### config.mk
export PLATFORM = sky130hd
export DESIGN_NAME = cla_pipelined_subtractor_flat
export DESIGN_NICKNAME = d
export VERILOG_FILES = /design/src/rtl/cla_pipelined_subtractor_if.sv /design/src/rtl/cla_pipelined_subtractor.sv /design/src/flat_wrapper.sv
export SDC_FILE = /design/constraint.sdc
export NUM_CORES = 1
export LEC_CHECK = 0
export ABC_AREA = 1
export CORE_MARGIN = 4
export CORE_UTILIZATION = 55
export DETAILED_ROUTE_END_ITERATION = 12
export MAX_ROUTING_LAYER = met4
export PLACE_DENSITY = 0.82
export REMOVE_ABC_BUFFERS = 1
export SETUP_SLACK_MARGIN = 0.3
export SLEW_MARGIN = 20
export SYNTH_ARGS = -nofsm -noshare
export SYNTH_HDL_FRONTEND = slang
export SYNTH_SLANG_ARGS = --single-unit
### constraint.sdc
create_clock -name clk -period 4.5 [get_ports clk]
set_clock_uncertainty 0.15 [all_clocks]
set_input_delay 0.9 -clock clk [delete_from_list [all_inputs] [get_ports clk]]
set_output_delay 0.9 -clock clk [all_outputs]
set_load 0.02 [all_outputs]
### src/rtl/cla_pipelined_subtractor_if.sv
// Stream interface for the pipelined CLA subtractor: operand side and result side.
// Handshake: a beat moves when valid && ready at a rising clock edge. The source holds
// valid and its data stable until the beat moves, and ready never depends on valid.
interface cla_pipelined_subtractor_if #(
  parameter int WIDTH = 16
);
  logic             in_valid;
  logic             in_ready;
  logic [WIDTH-1:0] a;
  logic [WIDTH-1:0] b;
  logic             bin;
  logic             out_valid;
  logic             out_ready;
  logic [WIDTH-1:0] diff;
  logic             bout;
  logic             ovf;

  modport master (
    output in_valid, a, b, bin, out_ready,
    input  in_ready, out_valid, diff, bout, ovf
  );

  modport slave (
    input  in_valid, a, b, bin, out_ready,
    output in_ready, out_valid, diff, bout, ovf
  );
endinterface

### src/rtl/cla_pipelined_subtractor.sv
// Pipelined subtractor: diff = a + ~b + ~bin, one 4-bit lookahead group per stage,
// with the group carry registered between stages and a single global stall enable.
module cla_pipelined_subtractor #(
  parameter int WIDTH = 16
) (
  input  logic                         clk,
  input  logic                         rst,
  cla_pipelined_subtractor_if.slave    bus
);
  localparam int NSTAGE = WIDTH / 4;
  localparam int NOPS   = (NSTAGE > 1) ? NSTAGE - 1 : 1;
  localparam int OPW    = (WIDTH > 4) ? WIDTH - 4 : 1;

  function automatic logic [4:0] cla4(input logic [3:0] p, input logic [3:0] g,
                                      input logic c0);
    logic [4:0] c;
    c[0] = c0;
    c[1] = g[0] | (p[0] & c0);
    c[2] = g[1] | (p[1] & g[0]) | (p[1] & p[0] & c0);
    c[3] = g[2] | (p[2] & g[1]) | (p[2] & p[1] & g[0]) | (p[2] & p[1] & p[0] & c0);
    c[4] = g[3] | (p[3] & g[2]) | (p[3] & p[2] & g[1]) | (p[3] & p[2] & p[1] & g[0])
         | (p[3] & p[2] & p[1] & p[0] & c0);
    return c;
  endfunction

  logic             en;
  logic             valid_q [NSTAGE];
  logic [WIDTH-1:0] sum_q   [NSTAGE];
  logic             carry_q [NOPS];
  logic [OPW-1:0]   opa_q   [NOPS];
  logic [OPW-1:0]   opnb_q  [NOPS];
  logic             bout_q;
  logic             ovf_q;

  assign en            = !valid_q[NSTAGE-1] || bus.out_ready;
  assign bus.in_ready  = en;
  assign bus.out_valid = valid_q[NSTAGE-1];
  assign bus.diff      = sum_q[NSTAGE-1];
  assign bus.bout      = bout_q;
  assign bus.ovf       = ovf_q;

  genvar k;
  for (k = 0; k < NSTAGE; k++) begin : g_stage
    logic [3:0]       ga, gnb, gp, gg, gs;
    logic [4:0]       gc;
    logic             gcin, v_in, ld;
    logic [WIDTH-1:0] sum_base, sum_d;

    if (k == 0) begin : g_first
      assign ga       = bus.a[3:0];
      assign gnb      = ~bus.b[3:0];
      assign gcin     = ~bus.bin;
      assign v_in     = bus.in_valid;
      assign ld       = en && bus.in_valid;
      assign sum_base = '0;
    end else begin : g_next
      // Upper operand bits arrive pre-shifted, so this group always sits in bits [3:0].
      assign ga       = opa_q[k-1][3:0];
      assign gnb      = opnb_q[k-1][3:0];
      assign gcin     = carry_q[k-1];
      assign v_in     = valid_q[k-1];
      assign ld       = en;
      assign sum_base = sum_q[k-1];
    end

    assign gp = ga ^ gnb;
    assign gg = ga & gnb;
    assign gc = cla4(gp, gg, gcin);
    assign gs = gp ^ gc[3:0];

    always_comb begin
      sum_d          = sum_base;
      sum_d[4*k +: 4] = gs;
    end

    always_ff @(posedge clk) begin
      if (rst) begin
        valid_q[k] <= 1'b0;
        sum_q[k]   <= '0;
      end else if (en) begin
        valid_q[k] <= v_in;
        if (ld) sum_q[k] <= sum_d;
      end
    end

    if (k < NSTAGE - 1) begin : g_carry
      logic [OPW-1:0] opa_d, opnb_d;
      if (k == 0) begin : g_load
        assign opa_d  = OPW'(bus.a >> 4);
        assign opnb_d = OPW'((~bus.b) >> 4);
      end else begin : g_shift
        assign opa_d  = opa_q[k-1] >> 4;
        assign opnb_d = opnb_q[k-1] >> 4;
      end

      always_ff @(posedge clk) begin
        if (rst) begin
          carry_q[k] <= 1'b0;
          opa_q[k]   <= '0;
          opnb_q[k]  <= '0;
        end else if (ld) begin
          carry_q[k] <= gc[4];
          opa_q[k]   <= opa_d;
          opnb_q[k]  <= opnb_d;
        end
      end
    end else begin : g_last
      // Borrow and overflow are stored already resolved so both read 0 straight out of reset.
      always_ff @(posedge clk) begin
        if (rst) begin
          bout_q <= 1'b0;
          ovf_q  <= 1'b0;
        end else if (ld) begin
          bout_q <= ~gc[4];
          ovf_q  <= gc[3] ^ gc[4];
        end
      end
    end
  end
endmodule

### src/flat_wrapper.sv
// flat-port wrapper written by rule: the top's interface ports become plain ports
module cla_pipelined_subtractor_flat 
#(
  parameter int WIDTH = 16
)
  (clk, rst, bus_in_valid, bus_a, bus_b, bus_bin, bus_out_ready, bus_in_ready, bus_out_valid, bus_diff, bus_bout, bus_ovf);
  cla_pipelined_subtractor_if #(.WIDTH(WIDTH)) bus_i ();
  input  logic clk;
  input  logic rst;
  input wire logic [$bits(bus_i.in_valid)-1:0] bus_in_valid;
  input wire logic [$bits(bus_i.a)-1:0] bus_a;
  input wire logic [$bits(bus_i.b)-1:0] bus_b;
  input wire logic [$bits(bus_i.bin)-1:0] bus_bin;
  input wire logic [$bits(bus_i.out_ready)-1:0] bus_out_ready;
  output wire logic [$bits(bus_i.in_ready)-1:0] bus_in_ready;
  output wire logic [$bits(bus_i.out_valid)-1:0] bus_out_valid;
  output wire logic [$bits(bus_i.diff)-1:0] bus_diff;
  output wire logic [$bits(bus_i.bout)-1:0] bus_bout;
  output wire logic [$bits(bus_i.ovf)-1:0] bus_ovf;
  assign bus_i.in_valid = bus_in_valid;
  assign bus_i.a = bus_a;
  assign bus_i.b = bus_b;
  assign bus_i.bin = bus_bin;
  assign bus_i.out_ready = bus_out_ready;
  assign bus_in_ready = bus_i.in_ready;
  assign bus_out_valid = bus_i.out_valid;
  assign bus_diff = bus_i.diff;
  assign bus_bout = bus_i.bout;
  assign bus_ovf = bus_i.ovf;
  cla_pipelined_subtractor #(.WIDTH(WIDTH)) u_core (.clk(clk), .rst(rst), .bus(bus_i));
endmodule
=== After elaboration in Yosys (flattened, before gate mapping) ===
Memories as Yosys holds them, arrays and structs flattened.
Cells that the tools add are included.

* Memories: 5
* Output and inout bits: 20
* Input bits: 37
* Flip-flop bits (word level): 2
* RAM bits: 143

{| class="wikitable"
|+ Memories
! name !! depth !! bits a word !! rd ports !! clocked after memory_dff !! wr ports !! RTL line !! source
|-
| u_core.sum_q || 4 || 16 || 4 || 0 || 4 || cla_pipelined_subtractor.sv:28 || <nowiki>logic [WIDTH-1:0] sum_q [NSTAGE];</nowiki>
|-
| u_core.opa_q || 3 || 12 || 3 || 0 || 3 || cla_pipelined_subtractor.sv:30 || <nowiki>logic [OPW-1:0] opa_q [NOPS];</nowiki>
|-
| u_core.opnb_q || 3 || 12 || 3 || 0 || 3 || cla_pipelined_subtractor.sv:31 || <nowiki>logic [OPW-1:0] opnb_q [NOPS];</nowiki>
|-
| u_core.valid_q || 4 || 1 || 4 || 0 || 4 || cla_pipelined_subtractor.sv:27 || <nowiki>logic valid_q [NSTAGE];</nowiki>
|-
| u_core.carry_q || 3 || 1 || 3 || 0 || 3 || cla_pipelined_subtractor.sv:29 || <nowiki>logic carry_q [NOPS];</nowiki>
|}

* Multiplexer cells: 28
* Bitwise logic cells: 138
* Reduce and logical (&&, ||, !) cells: 3

{| class="wikitable"
|+ Operators with widths
! cell !! count
|-
| 12-bit 2-to-1 mux || 6
|-
| 1-bit AND || 64
|-
| 16-bit 2-to-1 mux || 4
|-
| 1-bit bitwise OR || 57
|-
| 4-bit bitwise XOR || 8
|-
| 1-bit 2-to-1 mux || 18
|-
| 4-bit AND || 4
|-
| 16-bit NOT || 1
|-
| 4-bit NOT || 1
|-
| 1-bit NOT || 2
|-
| 1-bit logical AND || 1
|-
| 1-bit logical NOT || 1
|-
| 1-bit logical OR || 1
|-
| 1-bit bitwise XOR || 1
|}

=== Depth between registers and ports, before layout ===
Gate-level depths: netlist of run 1.
An unclocked memory read counts as a cell.

* Depth after elaboration: 9
* Mapped depth: 8
* Depth with buffers taken out: 8

=== Worst setup path before layout of run 1 ===
No wires, ideal clock.

* Path type: input port to flip-flop
* Start point: in bus_in_valid
* End point: mem u_core.carry_q[0], enable pin
* Data required time: 3.895 ns
* Path buffers: 0
* Setup slack: 0.800 ns
* Stages on the path: 2
* Data arrival time: 3.094 ns
* Path through: inv_1 o21ai_0

{| class="wikitable"
|+ RTL lines
! item !! RTL line !! source
|-
| start: declaration || flat_wrapper.sv:10 || <nowiki>input wire logic [$bits(bus_i.in_valid)-1:0] bus_in_valid;</nowiki>
|-
| end: declaration || cla_pipelined_subtractor.sv:29 ||
|}

=== Worst setup path in the final report of run 1 ===
* Start point: in bus_out_ready
* End point: out bus_in_ready

* Longest elaborated chain between the ends: 1

{| class="wikitable"
|+ Ends and longest elaborated chain
! item !! RTL line !! source
|-
| start: declaration || flat_wrapper.sv:14 || <nowiki>input wire logic [$bits(bus_i.out_ready)-1:0] bus_out_ready;</nowiki>
|-
| 1-bit logical OR || cla_pipelined_subtractor.sv:35 || <nowiki>assign en = !valid_q[NSTAGE-1] || bus.out_ready;</nowiki>
|-
| end: declaration || flat_wrapper.sv:15 || <nowiki>output wire logic [$bits(bus_i.in_ready)-1:0] bus_in_ready;</nowiki>
|}

Every way passes these cells.

==> results of run 1 <==
critical path, stage by stage:
cell	delay [ns]
clkdlybuf4s50_1	0.44
nor2_4	0.26
inv_1	0.07
clkdlybuf4s50_1	0.54
power breakdown:
part | internal [mW] | switching, mW
logic | 0.0948 | 0.120
registers | 1.06 | 0.0202
clock network | 0.367 | 0.287
total | 1.52 | 0.427
cell families (layout without fill, tap and decap cells):
logic type | after synthesis | in the layout | synth area share (%)
xor+xnor | 4 | 4 | 0.7895
buf+inv | 100 | 166 | 9.335
compound gates | 20 | 20 | 2.256
flops | 97 | 97 | 65.20
simple gates | 143 | 143 | 16.10
fa+ha+maj | 20 | 20 | 6.317
stage by stage:
step	cells	power, mW	cell area [um^2]
floorplan	376	1.227	4375
global placement	536	1.303	5085
detailed placement	536	1.315	5085
CTS	552	1.963	5319
global route	552	2.043	5319
finish	552	1.949	5319
worst paths after layout:
check	depth (start not counted)	endpoint	slack, ns	start
min	2	u_core.bus.ovf	0.33	u_core.bus.ovf
min reg2reg	2	u_core.bus.ovf	0.33	u_core.bus.ovf
max	4	bus_in_ready	1.24	bus_out_ready
max reg2reg	7	u_core.opa_q[0][0]	2.42	u_core.valid_q[3]
routing by layer:
| layer | up-vias | track usage, % | wire length [um] |
|---|---|---|---|
| met5 | - | - | 0 |
| met4 | 0 | 7.242 | 184 |
| met3 | 18 | 3.500 | 337 |
| met2 | 69 | 26.36 | 3587 |
| met1 | 1166 | 18.75 | 2692 |
| li1 | 1340 | - | - |
Yosys cell counts:
| cell type | count |
|---|---|
| edfxtp_1 | 95 |
| buf_2 | 6 |
| nand4_1 | 3 |
| nor2_2 | 10 |
| o21ai_0 | 5 |
| ha_1 | 16 |
| buf_12 | 1 |
| dfxtp_1 | 2 |
| nand3_1 | 18 |
| inv_6 | 1 |
| fa_1 | 4 |
| inv_4 | 1 |
| inv_1 | 90 |
| nand2_1 | 23 |
| xor2_1 | 4 |
| buf_6 | 1 |
| and2_1 | 3 |
| nor2_8 | 2 |
| nor2_1 | 73 |
| a21oi_1 | 15 |
| nor2_4 | 11 |
area by class of cell:
type	count	share of cell area [%]
Inverter	92	6.634
Clock inverter	6	2.000
Tap cell	102	2.399
Multi-Input combinational cell	187	21.36
Timing Repair Buffer	58	10.82
Clock buffer	10	2.399
Sequential cell	97	54.39
registers in the layout (all words and copies together), names as in the netlist:
| register | cells |
|---|---|
| u_core.valid_q | 4 |
| u_core.bus.bout | 1 |
| u_core.opnb_q | 24 |
| u_core.bus.ovf | 1 |
| u_core.opa_q | 24 |
| u_core.carry_q | 3 |
| u_core.sum_q | 40 |
placed cells by master, fill, tap and decap left out, types with 10 or more instances in the layout:
| master | n |
|---|---|
| inv_1 | 90 |
| a21oi_1 | 15 |
| nor2_4 | 11 |
| nor2_1 | 73 |
| ha_1 | 16 |
| edfxtp_1 | 95 |
| nand3_1 | 18 |
| nand2_1 | 22 |
| nor2_2 | 10 |
| clkdlybuf4s50_1 | 56 |
==> results, run 1 <==
- Of the post-synthesis cell area, the dominant cell type holds 64.30%.
- For this block, the initial DRC count from the detailed router was roughly 200.
- At the pin with the least slew margin, the transition time is about 0.81 ns.
- The count of buffers added on input and output ports is 56.
- The worst-case IR drop observed on VDD is between 0.15 and 0.2 mV.
- For this design, the sink count on the clock tree is 97.
- The leakage power of the design is 2.239 nW.
- The final period demand of the worst path is 3.256 ns.
- The number of pins exceeding their max-slew limit in the final report came to 0.
- The run finished with clean final reports.
- The fraction of final layout cells sized beyond drive strength 1 is 9.556%.
- The maximum achievable frequency is 0.3071 GHz.
- The placer's final routability congestion estimate is 0.8552.
- The number of iterations in the first detailed-routing pass is 4.
- The sequential share of the synthesized area is roughly 65%.
- Setup violations remaining at the end of the flow were counted as 0.
- The number of hold-repair buffers added at the cts stage is 0.
- Counting the fill cells in the layout gives about 570.
- Using the TritonRoute via totals, the vias-per-cell ratio works out to between 4 and 5.
- The total congestion overflow after global routing is 0.
- The worst path meets setup with ~1.2 ns of slack.
- The detailed placer's ending HPWL is around 4500 um.
- The y dimension of the die is approximately 98 um.
- Once layout is complete, the utilization of the core stands at about two thirds.
- Across the whole layout, storage elements account for between 2000 and 3000 um^2.
- The worst pin sits at a relative slew slack of 46.31%.
- The number of distinct library cells after synthesis is 21.
- The CTS tree is yes.
- Clock latency on the worst-skew pair, taken at its later pin, is around 0.36 ns.
- Yosys printed 0 warnings.
- After clock tree synthesis, the repair step resized 0 gates.
- Synthesis produced between 300 and 400 cells.
- The total number of nets in the final design is approximately 500.
- The worst setup slack before clock tree synthesis is approximately 1.2 ns.
- The overall track demand over capacity in global routing is 15.94%.
- The count of vias placed by the detailed router is roughly 2.6k.
- The number of inserted diodes is 0.
- The final hold violation count is 0.
- The routed design has between 6000 and 7000 um of wire.
- The number of antenna violations at the first check in global routing is 0.
- Summing all multi-input logic gate instances after layout gives about 1100 um^2.
- For the worst setup path, the data arrival time is around 2.2 ns.
- The critical path class is primary input to primary output.
- The deepest level of the CTS H-tree is 3.
- The number of global-route vias before repair is 2619.
- The worst setup path is launched from a primary input.
- The average wire per standard cell is around 12 um.
- The number of synthesized register bits is 97.
- The floorplan step set the die width to 97.82 um.
- For this run, design rule violations remaining after detail routing come to 0.
- The wire length of the first global-routing pass is roughly 12000 um.
- The detail route stage leaves a number of antenna-violating nets equal to 0.
- The initial core utilization is 57.12%.
- The deepest clock path buffer count is 2.
- The master cell of the clock root buffer is clkbuf_8.
- The critical-path maximum fanout is 6.
- The cell row count is 32.
- The synthesized design spends more area on one cell type than any other, namely edfxtp_1.
- The final clock period utilization by the worst path is between 70 and 80%.
- After clock tree synthesis, the setup repair step added 0 buffers.
- The total power density per cell area is about 370 nW/um^2.
- Setup repair after global routing left no endpoint under its margin.
- The type of destination of the critical path is a primary output.
- Compared with the post-synthesis result, the final layout area differs by 19.88%.
- After clock tree synthesis, the clock-pin slew on the worst setup and hold paths is ~0.090 ns.
- Entering global routing, the biggest net connects 67 pins.
- The number of maximum-capacitance constraint violations is 0.
- The setup TNS after final layout is 0 ns.
- The number of top-level pins is 57.
- The netlist area before placement is about 4400 um^2.
- By area the synthesized netlist is led by edfxtp_1, inv_1, nor2_1.
- The full die area is ~9600 um^2.
- The core region is 7767 um^2.
- STA puts the critical path data required time at roughly 3.5 ns.
- Counting the buffers created by CTS gives 9.
- The tightest hold path in the finished design has a slack of approximately 0.33 ns.
- Dividing the synthesized area by the synthesized cell count gives roughly 12 um^2.
- The type of the most critical hold path is flip-flop to flip-flop.
No activity file was read; power rests on OpenSTA's default activity.
==> inputs of run 2 (changes only) <==
--- a/config.mk
+++ b/config.mk
@@ -7,10 +7,10 @@
 export LEC_CHECK = 0
 export ABC_AREA = 1
 export CORE_MARGIN = 4
-export CORE_UTILIZATION = 55
+export CORE_UTILIZATION = 50
 export DETAILED_ROUTE_END_ITERATION = 12
 export MAX_ROUTING_LAYER = met4
-export PLACE_DENSITY = 0.82
+export PLACE_DENSITY = 0.79
 export REMOVE_ABC_BUFFERS = 1
 export SETUP_SLACK_MARGIN = 0.3
 export SLEW_MARGIN = 20
==> constraint.sdc (replaced) <==
create_clock -name clk -period 2.7 [get_ports clk]
set_clock_uncertainty 0.15 [all_clocks]
set_input_delay 0.54 -clock clk [delete_from_list [all_inputs] [get_ports clk]]
set_output_delay 0.54 -clock clk [all_outputs]
set_load 0.02 [all_outputs]
==> run 2 against run 1 <==
  * Design area rose by 1.3%
  * Non-clock buffer count is 4 higher
  * Sequential power increased by 67%
  * Clock power rose by 70%
  * First-iteration DRC count is 43% lower
  * Flip-flop and latch count is the same
  * Critical endpoint unchanged
  * Largest cell class unchanged
  * Highest routed layer unchanged
==> results, run 2 (synthesis results as in run 1) <==
- Cell internal power was estimated by the tool at between 2 and 3 mW.
- The wire length of the first global-routing pass is roughly 11000 um.
- The final clock period utilization by the worst path is between 80% and 90%.
- In this run the tightest slew margin relative to its limit is between 70% and 80%.
- In the final layout, the registers with the most flip-flops are u_core.sum_q: 40 flops, u_core.opa_q: 24 flops, u_core.opnb_q: 24 flops.
- The detail route stage leaves a number of antenna-violating nets equal to 0.
- The pin count of the biggest net entering global routing is 48.
- Hold timing on the final database bottoms out at a slack of approximately 0.34 ns.
- The net load switching power is just over 0.7 mW.
- The leakage power of the design is 2.271 nW.
- Global routing consumed, over all layers together, ~14% of the routing resources.
- In this run the post-CTS setup repair buffer count came out at 0.
- The deepest level of the CTS H-tree is 3.
- Subtracting the final worst setup slack from the clock period gives between 2 and 2.5 ns.
- The number of pins exceeding their max-slew limit in the final report is 0.
- The area growth from synthesis to layout is 21.46%.
- The placer's final routability congestion estimate is around 0.8.
- The clock network is responsible for between 30% and 40% of the overall power.
- The register with the most flip-flops in the layout has 40 of them.
- The top cell types in the final layout, fill and taps aside, are edfxtp_1, inv_1, nor2_1, clkdlybuf4s50_1, nand2_1.
- Measured on the finished design, the core utilization comes to 62.10%.
- The transition time at the pin with the least slew margin is 0.3600 ns.
- Setup repair after global routing left no endpoint under its margin.
- The cell row count is 34.
- The deepest clock path buffer count is 2.
- Measured along the y axis, the die boundary spans a little over 100 um.
- The clock-pin slew reported for the worst setup and hold paths after clock tree synthesis is roughly 0.090 ns.
- The floorplan core area is about 8700 um^2.
- Clock tree synthesis inserted a total of 9 buffers.
- The total congestion overflow after global routing is 0.
- Dividing the detail-routed wire length by the instance count gives between 10 and 15 um.
- The later pin in the worst-skew pair is clocked with a latency of roughly 0.36 ns.
- The clock drives slightly below 100 sinks.
- The slowest cell on the critical path is clkdlybuf4s50_1.
- For this configuration, the core starts out at a cell density of 51.12%.
- The total number of nets in the final design is approximately 510.
- STA classifies the critical path startpoint as a primary input.
- For this run, design rule violations remaining after detail routing come to 0.
- The full die area is ~10000 um^2.
- Per report_power, the sequential group accounts for 55.1% of the total.
- The number of antenna violations at the first check in global routing is 0.
- The number of iterations in the first detailed-routing pass is 4.
- The critical path in this run is classified as primary input to primary output.
- Max-cap violations in this run came to 0.
- The number of standard cells in the final layout excluding fillers is between 500 and 600.
- The CTS tree is yes.
- The flow ran to the end, and the final reports show no timing, DRC or antenna violations.
- In this run the worst path has a maximum fanout of 2.
- At the worst endpoint, the required time is between 2 and 2.5 ns.
- The total power density per cell area is 606.1 nW/um^2.
- The number of top-level pins is 57.
- The count of buffers added on input and output ports is between 50 and 60.
- Cells with a size suffix above 1 make up about a tenth of the layout.
- More flip-flops sit in one register than any other, and that register is u_core.sum_q.
- The count of vias placed by the detailed router is ~2.6k.
- The wire length reported by the detailed router is 6517 um.
- The setup violation total in the final timing report is 0.
- Walking the worst path, the cells encountered are clkdlybuf4s50_1 -> nor2_4 -> inv_1 -> dlygate4sd2_1.
- IR analysis of the VDD net gives a maximum drop of 0.2501 mV.
- The type of the most critical hold path is flip-flop to flip-flop.
- The number of hold-repair buffers added at the cts stage is 0.
- In this run the register-to-register setup slack is approximately 0.9 ns.
- Based on the critical path, the design can be clocked at up to 0.4562 GHz.
- Combinational logic is responsible for ~11% of the overall power.
- The repair_antennas step left the layout with diodes totalling 0.
- The switching share of power is a little over a fifth.
- For this run, the slowest stage of the critical path takes 0.44 ns.
- The number of global-route vias before repair is 2553.
- For the worst setup path, the data arrival time is ~1.5 ns.
- The final hold violation count is 0.
- The type of destination of the critical path is a primary output.
- Summing internal, switching and leakage power gives ~3.3 mW.
- The master cell of the clock root buffer is clkbuf_8.
- The die width is approximately 100 um.
- The detailed placer's ending HPWL is 4582 um.
- The post-placement cell count is 546.
- The commonest non-fill, non-tap cell in the layout is edfxtp_1.
- The initial detailed-routing violation count is between 100 and 150.
- The per-cell via count in the routed design is 4.651.
[run 2: metrics by stage]
step                setup TNS (ns)  setup WS [ns]  instance area, um^2
finish                           0         0.5082                 5389
global route                     0         0.4617                 5389
CTS                              0         0.4938                 5389
detailed placement               0         0.2568                 5147
global placement                 0         0.2456                 5147
floorplan                   -20.58        -0.6666                 4375
[run 2: what timing repair did]
| action | 4_1_cts | 5_1_grt |
|---|---|---|
| setup endpoints to repair | 1 | 0 |
| hold endpoints to repair | 0 | 0 |
| resized for setup | 1 | 0 |
[run 2: power by group through the flow]
stage                     Clock (mW)  Combinational, mW  Sequential (mW)
after global placement             0              0.350             1.83
final                           1.11              0.362             1.80
after CTS                       1.13              0.367             1.80
after global routing            1.20              0.407             1.81
after floorplan                    0              0.192             1.85
after detailed placement           0              0.363             1.83
[run 2: metal layers]
layer  vias up  share of wire (%)  GRT usage [%]
li1       1350                  -              -
met2        63                 52          23.04
met4         0                1.4          5.045
met5         -                  0              -
met1      1192                 42          16.20
met3         9                5.5          4.437
[run 2: layout make-up]
type | instances | area [um^2]
tap | 108 | 135.1
sequential | 97 | 2893
multi-input combinational | 187 | 1136
inverter | 92 | 352.8
clock buffer | 10 | 127.6
fill | 690 | 3289
timing repair buffer | 62 | 629.4
clock inverter | 6 | 115.1
[run 2: worst paths after layout]
path | startpoint | to | cells after the start
worst min register to register | u_core.bus.ovf | u_core.bus.ovf | 2
worst max-delay path | bus_out_ready | bus_in_ready | 4
worst max register to register | u_core.valid_q[3] | u_core.sum_q[0][3] | 8
worst min-delay path | u_core.bus.ovf | u_core.bus.ovf | 2
[run 2: critical path: cells and delay by family]
kind                   cells  cell delay (ns)
AND/OR/NAND/NOR            1             0.16
buffers and inverters      3             0.80
==> inputs of run 3 (changes only) <==
==> constraint.sdc (replaced) <==
create_clock -name clk -period 1.96 [get_ports clk]
set_clock_uncertainty 0.15 [all_clocks]
set_input_delay 0.392 -clock clk [delete_from_list [all_inputs] [get_ports clk]]
set_output_delay 0.392 -clock clk [all_outputs]
set_load 0.02 [all_outputs]
==> run 3 against run 2 <==
  * Core utilization increased by 3.6 points
  * Design area up 5.8%
  * Setup slack lost 0.18 ns
  * Via count up 3.6%
  * Die area unchanged
  * Sequential power rose by 38%
  * Count of clock-buffer cells in the layout shrank 1
  * First-iteration DRC count increased by 22%
  * Critical endpoint unchanged
  * Largest cell class unchanged
  * Largest power group unchanged
==> results, run 3 (synthesis results as in run 1) <==
- The top cell types in the final layout, fill and taps aside, are edfxtp_1, inv_1, nor2_1, clkdlybuf4s50_1, dlygate4sd2_1.
- In this run, placement finished with an instance count of 560.
- The number of iterations in the first detailed-routing pass is 4.
- For this run, the post-layout net count is ~530.
- In this run the critical register-to-register path is captured at u_core.sum_q[1][11].
- The number of fillers in the final layout is ~650.
- The worst hold path depth is 2.
- The initial utilization of the core area, before any placement, comes to about half.
- For the pin with the worst max-slew slack, the measured transition is approximately 0.22 ns.
- In the final layout, the share of cells above drive strength 1 is 19.92%.
- Timing would allow up to just over 0.6 GHz.
- The routed layout has between 2k and 3k vias.
- The later pin in the worst-skew pair is clocked with a latency of about 0.36 ns.
- The floorplan core area is a little under 9000 um^2.
- The deepest level of the CTS H-tree is 3.
- The buffer and inverter count on the worst path is 3.
- The number of flip-flops under the largest register name is 40.
- The deepest clock path buffer count is 2.
- The count of nets left with antenna violations once routing finished came out at 0.
- For this design the ratio of total power to cell area is between 700 and 800 nW/um^2.
- The startpoint of the lowest-slack register-to-register path is u_core.opa_q[1][2].
- In the final layout, the registers with the most flip-flops are u_core.sum_q: 40 flops, u_core.opa_q: 24 flops, u_core.opnb_q: 24 flops.
- Setup repair after global routing could not meet its margin everywhere.
- The count of buffers added on input and output ports is 56.
- The die is slightly above 100 um wide.
- The wire length reported by the detailed router is a little over 7000 um.
- The number of inserted diodes is 0.
- The worst-case hold slack is about 0.34 ns.
- Routability-driven placement finished with a final weighted congestion of roughly 0.85.
- The number of top-level pins is 57.
- Buffers inserted during clock tree synthesis total 9.
- The commonest non-fill, non-tap cell in the layout is edfxtp_1.
- The setup path with the least slack is of type flip-flop to primary output.
- Setup violations remaining at the end of the flow were counted as 0.
- The flow ran to the end, and the final reports show no timing, DRC or antenna violations.
- The required arrival time at the worst endpoint is 1.42 ns.
- The clock-pin slew reported for the worst setup and hold paths after clock tree synthesis is 0.09 ns.
- The signal on the critical path passes through inv_2 -> nor2_4 -> inv_2 -> buf_6.
- The number of antenna violations at the first check in global routing is 0.
- The die covers 10440 um^2.
- For this run the aggregate overflow at the end of global routing stands at 0.
- The destination of the critical timing path is bus_in_ready.
- The critical-path maximum fanout is 2.
- The cell row count is 34.
- The per-cell via count in the routed design is 4.671.
- The final hold violation count is 0.
- The tree is rooted in a clkbuf_8.
- After layout, the minimum clock period comes to about 1.6 ns.
- The first global-routing pass estimated 11260 um of wire.
- The relative slew slack is a little under nine tenths.
- The most critical setup path has its startpoint at u_core.valid_q[3].
- The number of global-route vias before repair came to 2612.
- The leakage power of the design is about 2.5 nW.
- The most flop-heavy register is u_core.sum_q.
- On the worst path, the slowest cell contributes a delay of approximately 0.38 ns.
- The TritonCTS sink count is 97.
- Counting buffers and inverters, the worst setup path is 4 cells deep.
- The category of the worst setup path launch point is a flip-flop.
- The worst register-to-register path has a depth of 7.
- The worst-case IR drop observed on VDD is about 0.41 mV.
- The overall track demand over capacity in global routing is between 10% and 20%.
- On the critical path the largest part of the delay comes from flip-flops.
- For this block, the initial DRC count from the detailed router was 137.
- Entering global routing, the biggest net connects 30 pins.
- The worst setup path is captured at a primary output.
- The number of pins exceeding their max-slew limit in the final report is 0.
- After detailed routing, the number of remaining DRC violations is 0.
- In this run the register-to-register setup slack is about 0.33 ns.
- The HPWL after detailed placement is just over 5000 um.
- The setup TNS after final layout is 0 ns.
- The arrival time reported for the critical path endpoint is around 1.1 ns.
- After the flow finishes, the layout carries non-filler instances totaling between 500 and 600.
- The number of maximum-capacitance constraint violations is 0.
- The final clock period utilization by the worst path is between 80% and 90%.
- From bottom edge to top edge, the die measures 102.2 um.
- The slowest cell on the critical path is edfxtp_1.
- The average wire per standard cell is ~12 um.
- The type of the most critical hold path is flip-flop to flip-flop.
- By instance count, the cell type seen most on the critical path is inv_2.
- Relative to the synthesized area, the layout overhead comes to 28.54%.
- TritonCTS built the clock tree.
run 3: changes by cell type in the layout (fill, tap and decap cells not counted), sizes merged:
cell	change
clkbuf	+2
bufinv	-3
inv	-1
clkinv	+3
dlymetal6s2s	+2
clkinvlp	+1
dlygate4sd2	+19
buf	+18
clkdlybuf4s50	-23
run 3: repair_timing:
item / in CTS / in global routing
cloned: 0 / 2
setup buffers: 1 / 2
hold endpoints to repair: 0 / 0
gates resized for setup: 31 / 34
hold buffers: 0 / 0
pin swaps: 5 / 10
setup endpoints to repair: 69 / 51
run 3: stage by stage:
stage	worst slack [ns]	power, mW	utilization, %	cell area (um^2)
after floorplan	-1.407	2.816	-	4375
after global placement	-0.1905	3.035	61.25	5315
after detailed placement	-0.1992	3.067	61.25	5315
after CTS	0.07499	4.156	63.84	5540
after global routing	0.2569	4.357	65.72	5703
final	0.3258	4.177	65.72	5703
run 3: where the power goes:
| part | switching, mW | leakage [nW] | internal [mW] | total, mW |
|---|---|---|---|---|
| logic | 0.307 | 1.26 | 0.289 | 0.596 |
| registers | 0.0520 | 1.13 | 2.44 | 2.49 |
| clock network | 0.648 | 0.0762 | 0.445 | 1.09 |
| total | 1.01 | 2.46 | 3.17 | 4.18 |
run 3: routing by layer:
| metal | global-route usage, % | routed length [um] | vias to the layer above |
|---|---|---|---|
| li1 | - | - | 1381 |
| met1 | 15.80 | 2802 | 1233 |
| met4 | 7.265 | 212 | 0 |
| met5 | - | 0 | - |
| met3 | 3.276 | 357 | 22 |
| met2 | 24.49 | 3828 | 73 |
run 3: worst min path at each step:
stage	slack [ns]	endpoint	startpoint
finish	0.34	u_core.bus.ovf	u_core.bus.ovf
global route	0.39	u_core.bus.ovf	u_core.bus.ovf
CTS	0.34	u_core.bus.ovf	u_core.bus.ovf
detailed placement	0.33	u_core.bus.bout	u_core.bus.bout
global placement	0.32	u_core.bus.ovf	u_core.bus.ovf
floorplan	0.37	u_core.opa_q[1][0]	u_core.opa_q[0][4]
run 3: final cells by class:
cell class	count	area, um^2	area share, %
Clock inverter	6	36.28	0.6362
Sequential cell	97	2893	50.72
Timing Repair Buffer	81	854.6	14.98
Inverter	92	357.8	6.275
Multi-Input combinational cell	187	1303	22.84
Tap cell	108	135.1	2.369
Clock buffer	9	123.9	2.172
run 3: worst reg2reg max path, cell delays in order, from the launching register on:
cell      delay [ns]
edfxtp_1        0.44
ha_4            0.32
nand3_1         0.08
and2_1          0.16
nand2_1         0.09
nand2_1         0.07
nand2_1         0.06
nor2_1          0.03
